--- src/rtl/rst_seq_ctrl_pkg.sv ---
// Shared constants for the reset sequencer: register map, FSM encoding, STATUS bit layout.
package rst_seq_ctrl_pkg;

    localparam int unsigned ADDR_CTRL   = 32'h00;
    localparam int unsigned ADDR_WIDTH  = 32'h04;
    localparam int unsigned ADDR_GAP    = 32'h08;
    localparam int unsigned ADDR_STATUS = 32'h0C;
    localparam int unsigned ADDR_KICK   = 32'h10;

    localparam int STATUS_WDOG_BIT = 30;
    localparam int STATUS_BUSY_BIT = 31;

    typedef logic [1:0] state_t;
    localparam state_t ST_IDLE    = 2'd0;
    localparam state_t ST_HOLD    = 2'd1;
    localparam state_t ST_RELEASE = 2'd2;

    // Hold counter preload: counts down to 0, so W cycles need W-1; WIDTH=0 behaves as 1.
    function automatic logic [15:0] hold_load(input logic [15:0] width);
        return (width == 16'd0) ? 16'd0 : width - 16'd1;
    endfunction

endpackage

--- src/rtl/rst_seq_release.sv ---
// Release scheduler: strips the lowest still-asserted channel every GAP+1 cycles,
// or every channel at once when GAP is zero.
module rst_seq_release #(
    parameter int C_CH_NUM = 4
) (
    input  logic                clk_i,
    input  logic                srst_i,
    input  logic                start_i,
    input  logic                active_i,
    input  logic [7:0]          gap_i,
    input  logic [C_CH_NUM-1:0] remain_i,
    output logic [C_CH_NUM-1:0] remain_d_o
);

    logic [7:0]          gap_cnt_q, gap_cnt_d;
    logic [C_CH_NUM-1:0] lowest;
    logic                found;
    logic                strip;

    always_comb begin
        lowest = '0;
        found  = 1'b0;
        for (int i = 0; i < C_CH_NUM; i++) begin
            if (!found && remain_i[i]) begin
                lowest[i] = 1'b1;
                found     = 1'b1;
            end
        end
    end

    assign strip = start_i || (active_i && (gap_cnt_q == 8'd0));

    always_comb begin
        remain_d_o = remain_i;
        if (strip) begin
            remain_d_o = (gap_i == 8'd0) ? '0 : (remain_i & ~lowest);
        end
    end

    always_comb begin
        gap_cnt_d = gap_cnt_q;
        if (start_i) begin
            gap_cnt_d = gap_i;
        end else if (active_i) begin
            gap_cnt_d = (gap_cnt_q == 8'd0) ? gap_i : gap_cnt_q - 8'd1;
        end
    end

    always_ff @(posedge clk_i) begin
        if (srst_i) begin
            gap_cnt_q <= 8'd0;
        end else begin
            gap_cnt_q <= gap_cnt_d;
        end
    end

endmodule

--- src/rtl/rst_seq_ctrl.sv ---
// Multi-channel reset sequencer with register interface and staggered release.
// Optional watchdog auto-trigger is compiled in with `define RST_SEQ_CTRL_WDOG_EN.
module rst_seq_ctrl
    import rst_seq_ctrl_pkg::*;
#(
    parameter int C_CH_NUM         = 4,
    parameter int C_RST_CYCLES_DEF = 50,
    parameter int C_ADDR_W         = 16
`ifdef RST_SEQ_CTRL_WDOG_EN
    ,
    parameter int C_WDOG_CYCLES    = 1000000
`endif
) (
    input  logic                SYS_CLK_I,
    input  logic                SYS_RST_I,
    input  logic                WR_REQ_I,
    input  logic [C_ADDR_W-1:0] WR_ADDR_I,
    input  logic [31:0]         WR_DATA_I,
    input  logic                RD_REQ_I,
    input  logic [C_ADDR_W-1:0] RD_ADDR_I,
    output logic [31:0]         RD_DATA_O,
    output logic                RD_VLD_O,
    output logic [C_CH_NUM-1:0] RST_O,
    output logic [C_CH_NUM-1:0] RSTN_O,
    output logic                BUSY_O
);

    localparam logic [15:0] WIDTH_DEF = 16'(C_RST_CYCLES_DEF);

    state_t              state_q, state_d;
    logic [C_CH_NUM-1:0] rst_q, rst_d, rstn_q;
    logic [C_CH_NUM-1:0] active_q, active_d;
    logic [C_CH_NUM-1:0] trig_mask, rel_remain_d;
    logic [15:0]         hold_q, hold_d;
    logic [15:0]         width_q;
    logic [7:0]          gap_q, gap_lat_q, gap_lat_d;
    logic                rel_start, rel_active;
    logic                ctrl_wr, width_wr, gap_wr, status_rd;
    logic                wdog_fire, wdog_flag;
    logic [31:0]         status_w, rd_mux, rd_data_q;
    logic                rd_vld_q;
    logic                unused_wr_bits;

    assign ctrl_wr   = WR_REQ_I && (WR_ADDR_I == C_ADDR_W'(ADDR_CTRL));
    assign width_wr  = WR_REQ_I && (WR_ADDR_I == C_ADDR_W'(ADDR_WIDTH));
    assign gap_wr    = WR_REQ_I && (WR_ADDR_I == C_ADDR_W'(ADDR_GAP));
    assign status_rd = RD_REQ_I && (RD_ADDR_I == C_ADDR_W'(ADDR_STATUS));
    assign unused_wr_bits = ^WR_DATA_I[31:16];

`ifdef RST_SEQ_CTRL_WDOG_EN
    logic [31:0] wdog_cnt_q;
    logic        wdog_flag_q;
    logic        kick_wr;

    assign kick_wr   = WR_REQ_I && (WR_ADDR_I == C_ADDR_W'(ADDR_KICK));
    // Fires on the idle cycle in which the counter steps from 1 to 0.
    assign wdog_fire = (state_q == ST_IDLE) && (wdog_cnt_q == 32'd1) && !kick_wr;
    assign wdog_flag = wdog_flag_q;

    always_ff @(posedge SYS_CLK_I) begin
        if (SYS_RST_I) begin
            wdog_cnt_q  <= 32'(C_WDOG_CYCLES);
            wdog_flag_q <= 1'b0;
        end else begin
            if (kick_wr || (state_q != ST_IDLE)) begin
                wdog_cnt_q <= 32'(C_WDOG_CYCLES);
            end else if (wdog_cnt_q != 32'd0) begin
                wdog_cnt_q <= wdog_cnt_q - 32'd1;
            end
            if (wdog_fire) begin
                wdog_flag_q <= 1'b1;
            end else if (status_rd) begin
                wdog_flag_q <= 1'b0;
            end
        end
    end
`else
    assign wdog_fire = 1'b0;
    assign wdog_flag = 1'b0;
`endif

    always_comb begin
        trig_mask = '0;
        if (ctrl_wr) begin
            trig_mask = WR_DATA_I[C_CH_NUM-1:0];
        end
        if (wdog_fire) begin
            trig_mask = '1;
        end
    end

    always_comb begin
        state_d    = state_q;
        rst_d      = rst_q;
        active_d   = active_q;
        hold_d     = hold_q;
        gap_lat_d  = gap_lat_q;
        rel_start  = 1'b0;
        rel_active = 1'b0;
        if (trig_mask != '0) begin
            // A retrigger re-asserts the whole union, including already released channels.
            active_d  = ((state_q == ST_IDLE) ? '0 : active_q) | trig_mask;
            rst_d     = ((state_q == ST_IDLE) ? '0 : active_q) | trig_mask;
            hold_d    = hold_load(width_q);
            gap_lat_d = gap_q;
            state_d   = ST_HOLD;
        end else begin
            case (state_q)
                ST_HOLD: begin
                    if (hold_q == 16'd0) begin
                        rel_start = 1'b1;
                        rst_d     = rel_remain_d;
                        state_d   = ST_RELEASE;
                    end else begin
                        hold_d = hold_q - 16'd1;
                    end
                end
                ST_RELEASE: begin
                    if (rst_q == '0) begin
                        active_d = '0;
                        state_d  = ST_IDLE;
                    end else begin
                        rel_active = 1'b1;
                        rst_d      = rel_remain_d;
                    end
                end
                default: begin
                    state_d = ST_IDLE;
                end
            endcase
        end
    end

    rst_seq_release #(
        .C_CH_NUM (C_CH_NUM)
    ) u_release (
        .clk_i      (SYS_CLK_I),
        .srst_i     (SYS_RST_I),
        .start_i    (rel_start),
        .active_i   (rel_active),
        .gap_i      (gap_lat_q),
        .remain_i   (rst_q),
        .remain_d_o (rel_remain_d)
    );

    always_comb begin
        status_w                  = '0;
        status_w[C_CH_NUM-1:0]    = rst_q;
        status_w[STATUS_WDOG_BIT] = wdog_flag;
        status_w[STATUS_BUSY_BIT] = (state_q != ST_IDLE);
    end

    always_comb begin
        rd_mux = '0;
        case (RD_ADDR_I)
            C_ADDR_W'(ADDR_CTRL):   rd_mux[C_CH_NUM-1:0] = active_q;
            C_ADDR_W'(ADDR_WIDTH):  rd_mux[15:0] = width_q;
            C_ADDR_W'(ADDR_GAP):    rd_mux[7:0] = gap_q;
            C_ADDR_W'(ADDR_STATUS): rd_mux = status_w;
            C_ADDR_W'(ADDR_KICK):   rd_mux = '0;
            default:                rd_mux = '0;
        endcase
    end

    // Reset state doubles as the start of the power-up sequence.
    always_ff @(posedge SYS_CLK_I) begin
        if (SYS_RST_I) begin
            state_q   <= ST_HOLD;
            rst_q     <= '1;
            rstn_q    <= '0;
            active_q  <= '1;
            hold_q    <= hold_load(WIDTH_DEF);
            gap_lat_q <= 8'd0;
            width_q   <= WIDTH_DEF;
            gap_q     <= 8'd0;
            rd_vld_q  <= 1'b0;
            rd_data_q <= '0;
        end else begin
            state_q   <= state_d;
            rst_q     <= rst_d;
            rstn_q    <= ~rst_d;
            active_q  <= active_d;
            hold_q    <= hold_d;
            gap_lat_q <= gap_lat_d;
            if (width_wr) begin
                width_q <= WR_DATA_I[15:0];
            end
            if (gap_wr) begin
                gap_q <= WR_DATA_I[7:0];
            end
            rd_vld_q  <= RD_REQ_I;
            rd_data_q <= RD_REQ_I ? rd_mux : 32'd0;
        end
    end

    assign RST_O     = rst_q;
    assign RSTN_O    = rstn_q;
    assign BUSY_O    = (state_q != ST_IDLE);
    assign RD_VLD_O  = rd_vld_q;
    assign RD_DATA_O = rd_data_q;

endmodule

--- config.mk ---
export PLATFORM = sky130hd
export DESIGN_NAME = rst_seq_ctrl
export DESIGN_NICKNAME = d
export VERILOG_FILES = /design/src/rtl/rst_seq_ctrl_pkg.sv /design/src/rtl/rst_seq_release.sv /design/src/rtl/rst_seq_ctrl.sv
export SDC_FILE = /design/constraint.sdc
export NUM_CORES = 1
export LEC_CHECK = 0
export ABC_AREA = 0
export CAP_MARGIN = 20
export CORE_UTILIZATION = 50
export CTS_CLUSTER_DIAMETER = 200
export CTS_CLUSTER_SIZE = 14
export DETAILED_ROUTE_END_ITERATION = 10
export GPL_ROUTABILITY_DRIVEN = 0
export PLACE_DENSITY_LB_ADDON = 0.12
export SYNTH_ARGS = -nofsm -noshare
export SYNTH_HDL_FRONTEND = slang
export SYNTH_SLANG_ARGS = --single-unit
--- constraint.sdc ---
create_clock -name SYS_CLK_I -period 2.7 [get_ports SYS_CLK_I]
set_clock_uncertainty 0.2 [all_clocks]
set_input_delay 0.675 -clock SYS_CLK_I [delete_from_list [all_inputs] [get_ports SYS_CLK_I]]
set_output_delay 0.675 -clock SYS_CLK_I [all_outputs]
set_load 0.005 [all_outputs]
==> impl_metrics.py <==
metrics = {
    "cts": {
        "cts_root_buf": "clkbuf_8",
        "htree_levels": 3,
        "cts_made_buffers": 9,
        "path_clk_slew_ns": 0.10,
        "clockBufferDepth": 2,
        "tritoncts": "built",
        "holdBufCountCts": 0,
        "cts_sinks": 88,
        "insertion_delay_ns": 0.35,
    },
    "power_and_ir_drop": {
        "netSwitchingFraction": 0.290,
        "finalPower_mw": 2.81,
        "p_leak_nw": 2.16,
        "clock_power_share": 0.326,
        "ir_worst_vdd_mv": 0.259,
        "p_per_area_mw_per_mm2": 486,
        "switchingPower_mw": 0.813,
        "pwr-share-comb": 0.166,
        "power.internal_mw": 1.99,
        "sequentialPowerShare": 0.509,
    },
    "timing": {
        "hold_viol": 0,
        "max_freq_ghz": 0.387,
        "hold_ws_ns": 0.280,
        "tns_ns": 0,
        "final.setup.worst_slack_ns": 0.119,
        "layout_min_cycle_time_ns": 2.58,
        "setup_viol": 0,
        "rsz0062_at_grt": "false",
        "period_share": 0.956,
        "relSlewSlack": 0.502,
        "worst_pin_slew_ns": 0.740,
        "final_max_slew_viol_count": 0,
    },
    "worst_setup_path": {
        "worstSetupStartpointType": "flop",
        "worstSetupPathType": "reg -> out",
        "worstPathMaxFanout": 5,
        "crit_arrival_ns": 1.71,
        "cp-end-kind": "primary output",
        "worstPathRequired_ns": 1.82,
    },
    "final_layout": {
        "area_growth_pct": 28.2,
        "multi_input_area_mm2": 0.00253,
        "fin_area_mm2": 0.00578,
        "drive_gt1_frac": 0.119,
        "antenna_cells": 0,
        "fin_nets": 702,
        "fillers": 729,
        "regArea_mm2": 0.00176,
    },
    "routing": {
        "post_drt_via_cell_ratio": 5.60,
        "drt_iter0_drc": 232,
        "wl_per_cell_um": 15.5,
        "route.detailed.drc": 0,
        "drt_wl_total_um": 11500,
        "drtPass1Iterations": 4,
        "ant_nets": 0,
        "vias": 4136,
    },
    "synth": {
        "synth-edff-count": 0,
        "synth.distinct_cells": 59,
        "synth_cells": 524,
        "yosysSeqAreaShare": 0.391,
        "synth_flop_cell": "dfxtp_1",
        "synth_most_common_cell": "dfxtp_1",
        "synth_commonest_cells": "dfxtp_1 (88), nor2_1 (70), nand2_1 (51), a21oi_1 (30), mux2i_1 (25)",
        "synthMuxAreaShare": 0.0756,
        "syn_area_mm2": 0.00450,
        "synth_compound_area_frac": 0.126,
        "syn_area_per_cell_um2": 8.60,
        "netlist.area_leader.share": 0.391,
        "async_flop_share": 0,
        "ys_ff_latch": 88,
        "netlist_top_cells_area": "dfxtp_1 (39%), nor2_1 (5.8%), mux2i_1 (5.6%)",
        "yosysTopAreaCell": "dfxtp_1",
        "synth_top_family_by_area": "simple AND/OR/NAND/NOR gates",
        "ys_warn_count": 0,
        "synthSimpleGateAreaFrac": 0.282,
        "synth-adder-area-share": 0.0222,
        "yosys.area_share.xor_xnor": 0.0408,
    },
    "place": {
        "dp_hpwl_um": 8510,
        "place_area_mm2": 0.00553,
        "numPortBuffers": 78,
        "place_ws_ns": -0.362,
    },
    "grt": {
        "grt_pass1_wl_um": 18800,
        "antenna_found_initial": 0,
        "grt_usage": 0.242,
        "grt_max_degree": 49,
        "grt_pass1_vias": 4079,
        "globalRoute.totalOverflow": 0,
    },
    "min_path": {
        "hold_class": "reg -> reg",
    },
    "outcome": {
        "status": "complete, no violations",
    },
    "die": {
        "rows": 34,
        "start_util": 0.516,
        "die_h_um": 96.9,
        "die_w_um": 96.9,
        "ios": 110,
        "coreArea_mm2": 0.00872,
        "die_area_mm2": 0.00939,
    },
    "run": {
        "drv_cap": 0,
    },
}
[layout make-up]
| cell class | count | share of cell area |
|---|---|---|
| multi-input cells | 401 | 0.438 |
| inverters | 13 | 0.00845 |
| flip-flops and latches | 88 | 0.305 |
| clock inverters | 6 | 0.00997 |
| repair buffers | 113 | 0.192 |
| well taps | 108 | 0.0234 |
| clock buffers | 10 | 0.0238 |
[cells in the final DEF, fill, tap and decap left out, drive strengths merged, types with 10 or more instances in the layout]
cell / n
xor2: 10
inv: 19
a21oi: 30
dfxtp: 88
clkbuf: 11
nor2b: 12
nor2: 72
nor3: 22
mux2i: 25
buf: 35
nor4: 26
o21ai: 15
xnor2: 11
conb: 15
clkdlybuf4s50: 77
nand2: 51
nand3: 11
[sequential cells by signal, indices dropped and copies added (netlist names), named ones only]
register	count
u_release.gap_cnt_q	8
active_q	4
state_q	2
RSTN_O	4
gap_lat_q	8
hold_q	16
width_q	16
gap_q	8
RD_DATA_O	17
RD_VLD_O	1
[cells by family (layout without fill, tap and decap cells)]
| logic type | Yosys count | in the layout |
|---|---|---|
| and+or+nand+nor | 240 | 240 |
| AOI/OAI and AO/OA | 88 | 88 |
| DFF | 88 | 88 |
| buffers and inverters | 49 | 142 |
| muxes | 29 | 29 |
| xor gates and xnor gates | 21 | 21 |
| adders and majority gates | 8 | 8 |
| other | 1 | 15 |
[timing repair]
action	CTS	global route
cloned	0	1
pin swaps	0	2
buffers inserted	0	0
resized for setup	1	5
setup endpoints to repair	1	16
[per-layer routing]
layer  track usage  routed length [um]  part of all wire
met1         0.320                5250              0.46
met2         0.407                5550              0.48
met3        0.0397                 608             0.053
met4        0.0700                  77            0.0067
met5             0                   0                 0
[power by group through the flow]
stage	clock [mW]	sequential (mW)	combinational (mW)
6_report	0.914	1.43	0.465
5_1_grt	0.973	1.43	0.513
4_1_cts	0.924	1.43	0.463
3_5_place_dp	0	1.46	0.460
3_3_place_gp	0	1.45	0.448
2_1_floorplan	0	1.44	0.271
[critical path, cell delays in order, from the launching register on]
cell,delay (ns)
dfxtp_1,0.39
inv_1,0.09
ha_1,0.24
inv_2,0.12
clkdlybuf4s50_1,0.51
[path summary, 6_finish.rpt]
path | startpoint | end | slack [ns] | cells past startpoint
worst max-delay path | state_q[1] | BUSY_O | 0.12 | 4
worst min-delay path | gap_q[0] | gap_lat_q[0] | 0.28 | 2
worst max register to register | u_release.gap_cnt_q[2] | u_release.gap_cnt_q[1] | 0.20 | 6
worst min register to register | gap_q[0] | gap_lat_q[0] | 0.28 | 2
[stage by stage]
stage           util  instances
2_1_floorplan      -        538
3_3_place_gp   0.634        722
3_5_place_dp   0.634        722
4_1_cts        0.657        738
5_1_grt        0.662        739
6_report       0.662        739
No activity file was read; power rests on OpenSTA's default activity.
